$ cat config.mk
export PLATFORM = sky130hd
export DESIGN_NAME = conv_result_stage
export DESIGN_NICKNAME = d
export VERILOG_FILES = /design/src/rtl/conv_pkg.sv /design/src/rtl/sync_fifo_fwft.sv /design/src/rtl/conv_result_stage.sv
export SDC_FILE = /design/constraint.sdc
export NUM_CORES = 1
export LEC_CHECK = 0
export CORE_ASPECT_RATIO = 1.5
export CORE_MARGIN = 2
export CORE_UTILIZATION = 35
export DETAILED_ROUTE_END_ITERATION = 10
export GPL_TIMING_DRIVEN = 0
export SYNTH_ARGS = -nofsm -noshare
export SYNTH_HDL_FRONTEND = slang
export SYNTH_HIERARCHICAL = 1
export SYNTH_SLANG_ARGS = --single-unit
$ cat constraint.sdc
create_clock -name clk -period 13 [get_ports clk]
set_clock_uncertainty 0.15 [all_clocks]
set_input_delay 3.9 -clock clk [delete_from_list [all_inputs] [get_ports clk]]
set_output_delay 3.9 -clock clk [all_outputs]
set_load 0.03 [all_outputs]
$ cat src/rtl/conv_pkg.sv
// Shared widths, output limits and the ReLU / round-half-up / saturate arithmetic
// used by the convolver result stage.
package conv_pkg;
    localparam int DATA_WIDTH  = 32;
    localparam int OUT_WIDTH   = 16;
    localparam int SHIFT_WIDTH = 5;

    localparam logic signed [OUT_WIDTH-1:0] OUT_MAX = {1'b0, {(OUT_WIDTH-1){1'b1}}};
    localparam logic signed [OUT_WIDTH-1:0] OUT_MIN = {1'b1, {(OUT_WIDTH-1){1'b0}}};

    typedef struct packed {
        logic [OUT_WIDTH-1:0] data;
        logic                 sat;
    } requant_t;

    function automatic requant_t requant(
        input logic signed [DATA_WIDTH-1:0]  x,
        input logic                          relu_en,
        input logic        [SHIFT_WIDTH-1:0] shift
    );
        logic signed [DATA_WIDTH:0] v;
        logic signed [DATA_WIDTH:0] half;
        logic signed [DATA_WIDTH:0] y;
        logic signed [DATA_WIDTH:0] max_ext;
        logic signed [DATA_WIDTH:0] min_ext;
        logic        [SHIFT_WIDTH-1:0] sh;
        requant_t r;

        v = {x[DATA_WIDTH-1], x};
        if (relu_en && x[DATA_WIDTH-1]) begin
            v = '0;
        end
        sh = (int'(shift) > DATA_WIDTH-1) ? SHIFT_WIDTH'(DATA_WIDTH-1) : shift;
        // One extra bit of headroom keeps the rounding add from wrapping.
        half = '0;
        if (sh != '0) begin
            half = (DATA_WIDTH+1)'(1) << (sh - SHIFT_WIDTH'(1));
        end
        y = (v + half) >>> sh;

        max_ext = {{(DATA_WIDTH+1-OUT_WIDTH){1'b0}}, OUT_MAX};
        min_ext = {{(DATA_WIDTH+1-OUT_WIDTH){1'b1}}, OUT_MIN};
        r.sat = 1'b0;
        if (y > max_ext) begin
            r.data = OUT_MAX;
            r.sat  = 1'b1;
        end else if (y < min_ext) begin
            r.data = OUT_MIN;
            r.sat  = 1'b1;
        end else begin
            r.data = y[OUT_WIDTH-1:0];
        end
        return r;
    endfunction
endpackage

$ cat src/rtl/sync_fifo_fwft.sv
// First-word fall-through FIFO: rdata shows the head whenever the FIFO is non-empty,
// and reads as zero when empty.
module sync_fifo_fwft #(
    parameter int DATA_WIDTH = 16,
    parameter int DEPTH      = 4,
    localparam int PW        = $clog2(DEPTH),
    localparam int CW        = $clog2(DEPTH) + 1
) (
    input  logic                  clk,
    input  logic                  rst_n,
    input  logic                  push,
    input  logic                  pop,
    input  logic [DATA_WIDTH-1:0] wdata,
    output logic [DATA_WIDTH-1:0] rdata,
    output logic                  empty,
    output logic [CW-1:0]         count
);
    logic [DATA_WIDTH-1:0] mem [DEPTH];
    logic [PW-1:0] wr_ptr_q, wr_ptr_d;
    logic [PW-1:0] rd_ptr_q, rd_ptr_d;
    logic [CW-1:0] count_q, count_d;
    logic          push_ok, pop_ok;

    always_comb begin
        pop_ok   = pop && (count_q != '0);
        push_ok  = push && ((count_q != CW'(DEPTH)) || pop_ok);
        wr_ptr_d = push_ok ? wr_ptr_q + PW'(1) : wr_ptr_q;
        rd_ptr_d = pop_ok  ? rd_ptr_q + PW'(1) : rd_ptr_q;
        count_d  = count_q;
        case ({push_ok, pop_ok})
            2'b10:   count_d = count_q + CW'(1);
            2'b01:   count_d = count_q - CW'(1);
            default: count_d = count_q;
        endcase
    end

    always_ff @(posedge clk or negedge rst_n) begin
        if (!rst_n) begin
            wr_ptr_q <= '0;
            rd_ptr_q <= '0;
            count_q  <= '0;
        end else begin
            wr_ptr_q <= wr_ptr_d;
            rd_ptr_q <= rd_ptr_d;
            count_q  <= count_d;
        end
    end

    always_ff @(posedge clk) begin
        if (push_ok) begin
            mem[wr_ptr_q] <= wdata;
        end
    end

    assign empty = (count_q == '0);
    assign count = count_q;
    assign rdata = empty ? '0 : mem[rd_ptr_q];
endmodule

$ cat src/rtl/conv_result_stage.sv
// Adder-tree result stage: sample (S1), requantise (S2), then buffer in a FWFT FIFO.
// Input flow control reserves a FIFO slot for every result in flight, so the pipeline never stalls.
module conv_result_stage
    import conv_pkg::*;
#(
    parameter int DATA_WIDTH  = conv_pkg::DATA_WIDTH,
    parameter int OUT_WIDTH   = conv_pkg::OUT_WIDTH,
    parameter int SHIFT_WIDTH = conv_pkg::SHIFT_WIDTH,
    parameter int FIFO_DEPTH  = 4
) (
    input  logic                   clk,
    input  logic                   rst_n,
    input  logic                   in_valid,
    output logic                   in_ready,
    input  logic [DATA_WIDTH-1:0]  in_data,
    input  logic                   relu_en,
    input  logic [SHIFT_WIDTH-1:0] shift,
    output logic                   out_valid,
    input  logic                   out_ready,
    output logic [OUT_WIDTH-1:0]   out_data,
    output logic                   sat_sticky,
    input  logic                   sat_clr
);
    localparam int CW = $clog2(FIFO_DEPTH) + 1;

    logic                   s1_valid_q, s1_valid_d;
    logic [DATA_WIDTH-1:0]  s1_data_q, s1_data_d;
    logic                   s1_relu_q, s1_relu_d;
    logic [SHIFT_WIDTH-1:0] s1_shift_q, s1_shift_d;
    logic                   s2_valid_q, s2_valid_d;
    logic [OUT_WIDTH-1:0]   s2_data_q, s2_data_d;
    logic                   sat_sticky_q, sat_sticky_d;
    logic [CW-1:0]          fifo_count;
    logic                   fifo_empty;
    logic                   accept;
    requant_t               rq;

    always_comb begin
        // Credits: buffered entries plus results still travelling through S1/S2.
        in_ready     = (int'(fifo_count) + int'(s1_valid_q) + int'(s2_valid_q)) < FIFO_DEPTH;
        accept       = in_valid && in_ready;
        s1_valid_d   = accept;
        s1_data_d    = accept ? in_data : s1_data_q;
        s1_relu_d    = accept ? relu_en : s1_relu_q;
        s1_shift_d   = accept ? shift   : s1_shift_q;
        rq           = requant(s1_data_q, s1_relu_q, s1_shift_q);
        s2_valid_d   = s1_valid_q;
        s2_data_d    = s1_valid_q ? rq.data : s2_data_q;
        // A fresh saturation beats a simultaneous clear.
        sat_sticky_d = (sat_sticky_q && !sat_clr) || (s1_valid_q && rq.sat);
    end

    always_ff @(posedge clk or negedge rst_n) begin
        if (!rst_n) begin
            s1_valid_q   <= 1'b0;
            s1_data_q    <= '0;
            s1_relu_q    <= 1'b0;
            s1_shift_q   <= '0;
            s2_valid_q   <= 1'b0;
            s2_data_q    <= '0;
            sat_sticky_q <= 1'b0;
        end else begin
            s1_valid_q   <= s1_valid_d;
            s1_data_q    <= s1_data_d;
            s1_relu_q    <= s1_relu_d;
            s1_shift_q   <= s1_shift_d;
            s2_valid_q   <= s2_valid_d;
            s2_data_q    <= s2_data_d;
            sat_sticky_q <= sat_sticky_d;
        end
    end

    sync_fifo_fwft #(
        .DATA_WIDTH (OUT_WIDTH),
        .DEPTH      (FIFO_DEPTH)
    ) u_fifo (
        .clk   (clk),
        .rst_n (rst_n),
        .push  (s2_valid_q),
        .pop   (out_ready),
        .wdata (s2_data_q),
        .rdata (out_data),
        .empty (fifo_empty),
        .count (fifo_count)
    );

    assign out_valid  = !fifo_empty;
    assign sat_sticky = sat_sticky_q;
endmodule

* Word level (Yosys, flattened, before mapping) *
Memory sizes are Yosys's and may differ from the RTL's.
Index checks and enable logic that the tools add are counted.

cells by class
  add/sub/neg operators = 8
  order comparisons = 3
  eq/ne operators = 3
  shifts and indexed selects = 2
  muxes and demuxes = 9
  reductions and logical operators = 14

operators by type and width
  kind                                                                            count
  33-bit 2-to-1 mux                                                               2
  33-bit adder                                                                    1
  33-bit by 16-bit > comparator with 1-bit output, second input constant          1
  33-bit by 16-bit less-than comparator with 1-bit output, second input constant  1
  1-bit by 5-bit << shifter with 33-bit output, first input constant              1
  33-bit by 5-bit >>> shifter with 33-bit output                                  1
  16-bit 2-to-1 mux                                                               2
  17-bit 2-to-1 mux                                                               1
  1-bit logical AND                                                               6
  3-bit one-hot mux with 2 select lines                                           1
  4-bit by 1-bit adder with 5-bit output                                          1
  5-bit by 3-bit less-than comparator with 1-bit output, second input constant    1
  5-bit nonzero test                                                              1
  5-bit by 1-bit subtractor with 5-bit output, second input constant              1
  2-bit by 1-bit adder with 2-bit output, second input constant                   2
  3-bit by 1-bit adder with 4-bit output                                          1
  3-bit by 1-bit adder with 3-bit output, second input constant                   1
  3-bit zero test                                                                 1
  1-bit 2-to-1 mux                                                                3
  3-bit != test, second input constant                                            1
  3-bit nonzero test                                                              1
  3-bit by 1-bit subtractor with 3-bit output, second input constant              1
  2-bit by 1-bit equality test with 1-bit output, second input constant           1
  2-bit equality test, second input constant                                      1
  3 further kinds                                                                 5

word-level totals
  flip-flop bits (word level) = 64
  RAM bits = 64
  input bits = 43
  output and inout port bits = 19
  word-level logic and storage cells = 50
  memories kept = 1

memory list
  name        words  width  rd ports  clocked after memory_dff  write ports  RTL line              RTL
  u_fifo.mem  4      16     1         0                         1            sync_fifo_fwft.sv:18  logic [DATA_WIDTH-1:0] mem [DEPTH];

* Longest topological paths before layout *
  depth in word-level cells = 10
  depth in mapped cells = 22
  depth with buffers taken out = 18

* Modules after synthesis *
Netlist, hierarchy kept.

by module, submodules not included
  module             times used  cells each  area an instance (um2)  seq. area each (um2)
  conv_result_stage  1           928         7244.4                  1426.4
  sync_fifo_fwft     1           157         3049.2                  2097.0

* Worst setup path after synthesis *
No wires, ideal clock.

  path type = reg2reg
  from = register s1_shift_q[2]
  to = register s2_data_q[10]
  setup time = 0.131 ns
  arrival time = 5.379 ns
  required time = 12.719 ns
  slack = 7.340 ns
  cell stages (with the launch flop) = 22
  path buffers = 6
  clock period less this slack = 5.660 ns
  path through = dfrtp_1 clkbuf_1 buf_1 clkbuf_1 buf_1 nand3_1 nor2_1 ha_1 buf_2 nand4_2 or3_1 or4_4 a211o_1 o211ai_2 nand2_2 and3_1 o221a_1 or4b_1 or4b_4 o22ai_4 buf_6 o22ai_2

between the ends
  cells in the longest elaborated chain, start to end = 8
  elaborated cells between the ends (all ways) = 10
  those cells by class = add/sub (2); order compare (2); shift (2); mux (3); reduce/logical (1)

ends and longest elaborated chain
  item                                                     RTL line                 RTL
  start: declaration                                       conv_result_stage.sv:29  logic [SHIFT_WIDTH-1:0] s1_shift_q, s1_shift_d;
  start signal: assignment                                 conv_result_stage.sv:66  s1_shift_q <= s1_shift_d;
  5-bit by 1-bit subtractor with 5-bit output              conv_pkg.sv:37           half = (DATA_WIDTH+1)'(1) << (sh - SHIFT_WIDTH'(1));
  1-bit by 5-bit << shifter with 33-bit output             conv_pkg.sv:37
  33-bit 2-to-1 mux                                        conv_pkg.sv:36           if (sh != '0) begin
  33-bit adder                                             conv_pkg.sv:39           y = (v + half) >>> sh;
  33-bit by 5-bit >>> shifter with 33-bit output (*)       conv_pkg.sv:39
  33-bit by 16-bit less-than comparator with 1-bit output  conv_pkg.sv:47           end else if (y < min_ext) begin
  16-bit 2-to-1 mux                                        conv_pkg.sv:47
  17-bit 2-to-1 mux (*)                                    conv_pkg.sv:44           if (y > max_ext) begin
  end signal: assignment                                   conv_result_stage.sv:68  s2_data_q <= s2_data_d;
  end: declaration                                         conv_result_stage.sv:31  logic [OUT_WIDTH-1:0] s2_data_q, s2_data_d;

Every way passes the cells marked *; elsewhere a longest branch is shown, timed or not.
A chain may end at the register's enable or synchronous reset.

* Worst setup path in the final report *
  from = register s1_shift_q[2]
  to = register s2_data_q[4]

The elaborated chain is that of the path after synthesis.

==> results_dict.tcl <==
set metrics [dict create \
    totalWireLength_um 33280 \
    critPathKind "register to register" \
    io_pins 62 \
    drt_iter0_markers 628 \
    core_um2 28810 \
    antenna_cells 0 \
    ys_seq_elements 128 \
    die_height_um 214.0 \
    antenna_found_initial 0 \
    grt_setup_unrepaired "no" \
    hpwl_um 26080 \
    via_per_inst 5.816 \
    finalSetupTns_ns 0 \
    final_core_utilization 0.4159 \
    async_reset_ff_frac 0.5000 \
    routedWlPerCell_um 21.24 \
    cts.root.buffer_cell "clkbuf_16" \
    hold_viol 0 \
    layout_setup_ws_ns 5.220 \
    pre_cts_slack_ns 5.402 \
    required_ns 13.19 \
    report.final.slew_viol_count 0 \
    layout.nets 1246 \
    irDropWorstVdd_mv 0.1237 \
    first_pass_iters 7 \
    worst_slew_pin_slew_ns 1.035 \
    grt-ovfl-total 0 \
    cap_violations 0 \
    period_share 0.5985 \
    gp_congestion 0.9620 \
    syn_area_per_cell_um2 9.487 \
    min_path_cells 0 \
    synth_nets 1167 \
    reg2reg_depth 21 \
    synthCells 1085 \
    p_leak_uw 0.004520 \
    synth_area_leaders "edfxtp_1 (19%), dfrtp_1 (16%), ha_1 (4.5%)" \
    ys_seq_area_frac 0.3423 \
    yosysTopAreaCell "edfxtp_1" \
    critPathLaunchType "register" \
    gr-usage-all-layers 0.2208 \
    hold_class "register to register" \
    max_slew_margin 0.3030 \
    clock_sinks 128 \
    synthMostInstantiatedCell "nor2_1" \
    htreeDepth 4 \
    ys_warn_count 6 \
    netlist.area_leader.share 0.1867 \
    fin_total_pwr_uw 3610 \
    drc 0 \
    area_growth_pct 16.41 \
    pwr_density_cell_nw_per_um2 301.2 \
    postCtsSetupBuffers 0 \
    drive_gt1_frac 0.1300 \
    grt_max_degree 65 \
    via_count 9114 \
    dieWidth_um 144.0 \
    crit_fanout 10 \
    synthFlopType "edfxtp_1" \
    layout_min_cycle_time_ns 7.780 \
    grt_pass1_vias 9224 \
    rrSetupSlack_ns 5.22 \
    timing.fmax_ghz 0.1285 \
    clk_pin_slew_ns 0.06 \
    status "completed" \
    final_antenna_net_count 0 \
    start_util 0.3573 \
    ctsResizeCount 0 \
    netlist_area_um2 10290 \
    numCtsBuffers 17 \
    cts_buffer_depth 2 \
    insertion_delay_ns 0.44 \
    io_buffers 60 \
    die-area_um2 30830 \
    rows 76 \
    ys_types 93 \
    synth_edf_count 64 \
    crit_arrival_ns 7.97 \
    cts_tree "done" \
    end_kind "register" \
    synth_common_cells "nor2_1 (97), nand2_1 (90), o21ai_0 (65)" \
    setup_violations 0 \
    grt_pass1_wl_um 51780 \
    cts-hold-fix-buffers 0 \
]
## placed cells by master (no fill, tap or decap), types with 28 or more instances in the layout
cell / instances
nor2_1: 97
mux2_2: 39
a21oi_1: 61
ha_1: 37
edfxtp_1: 64
clkdlybuf4s50_1: 59
mux2i_1: 28
dfrtp_1: 64
clkbuf_1: 37
o21ai_0: 65
and2_1: 46
nand2_1: 90
## per-stage QoR
stage | std cells | area, um^2 | hold slack, ns
after floorplan | 1085 | 10290 | 0.2019
after global placement | 1535 | 11380 | 0.2154
after detailed placement | 1535 | 11380 | 0.2201
after CTS | 1567 | 11980 | 0.2338
after global routing | 1567 | 11980 | 0.2444
final | 1567 | 11980 | 0.2294
## final timing paths
path                                                   to                       from
setup / recovery                 s2_data_q[4]$_DFFE_PN0P_  s1_shift_q[2]$_DFFE_PN0P_
hold / removal                       s2_valid_q$_DFF_PN0_       s1_valid_q$_DFF_PN0_
setup reg to reg                 s2_data_q[4]$_DFFE_PN0P_  s1_shift_q[2]$_DFFE_PN0P_
hold reg to reg                      s2_valid_q$_DFF_PN0_       s1_valid_q$_DFF_PN0_
max in group asynchronous  u_fifo/rd_ptr_q[1]$_DFFE_PN0N_                      rst_n
min in group asynchronous       s1_data_q[23]$_DFFE_PN0P_                      rst_n
## state kept, by name, summed over array words and instances, names as in the netlist
| signal | flops |
|---|---|
| s2_data_q | 16 |
| u_fifo/wr_ptr_q | 2 |
| s1_relu_q | 1 |
| sat_sticky | 1 |
| u_fifo/count | 3 |
| u_fifo/mem | 64 |
| s1_data_q | 32 |
| s1_valid_q | 1 |
| s1_shift_q | 5 |
| s2_valid_q | 1 |
| u_fifo/rd_ptr_q | 2 |
## per-layer routing
layer,routed length [um],track usage
met1,12410,0.2320
met2,17420,0.3979
met3,993,0.03350
met4,2457,0.1484
met5,0,0
## report_power, final
group	internal [uW]	switching [uW]
sequential	570	67.9
combinational	966	1510
clock	307	191
## final cells by class
type	instances	area, um^2
plain buffers	73	359.1
clock buffers	19	442.9
repair buffers	60	598.1
fillers	2886	16830
well taps	390	488.0
inverters	23	86.33
clock inverters	13	160.2
flip-flops and latches	128	3523
multi-input cells	861	6325
## cells by family (layout without fill, tap and decap cells)
logic type | Yosys count | count (layout) | synth area share
other | 1 | 1 | 0.0003643
adder cells (fa/ha/maj) | 39 | 39 | 0.04886
multiplexers | 94 | 94 | 0.1319
flip-flops | 128 | 128 | 0.3423
AND/OR/NAND/NOR | 376 | 376 | 0.1897
AO/OA/AOI/OAI | 324 | 324 | 0.2206
buffers and inverters | 96 | 188 | 0.04327
XOR/XNOR | 27 | 27 | 0.02297
## critical path, cell delays in order, from the launching register on
cell and delay [ns]:
dfrtp_1 0.34, clkbuf_1 0.34, buf_1 0.49, clkbuf_1 0.43
buf_1 0.37, nand3_1 0.30, nor2_1 0.19, ha_1 0.15
buf_2 0.20, nand4_1 0.28, nor4_2 0.65, o2111ai_1 0.54
and4_1 0.35, or3_1 0.45, o32ai_1 0.27, nor3_1 0.24
a221oi_1 0.67, nand4_1 0.17, or4_1 0.46, o221a_2 0.34
buf_6 0.18, o22ai_1 0.11
No activity file was read; power rests on OpenSTA's default activity.
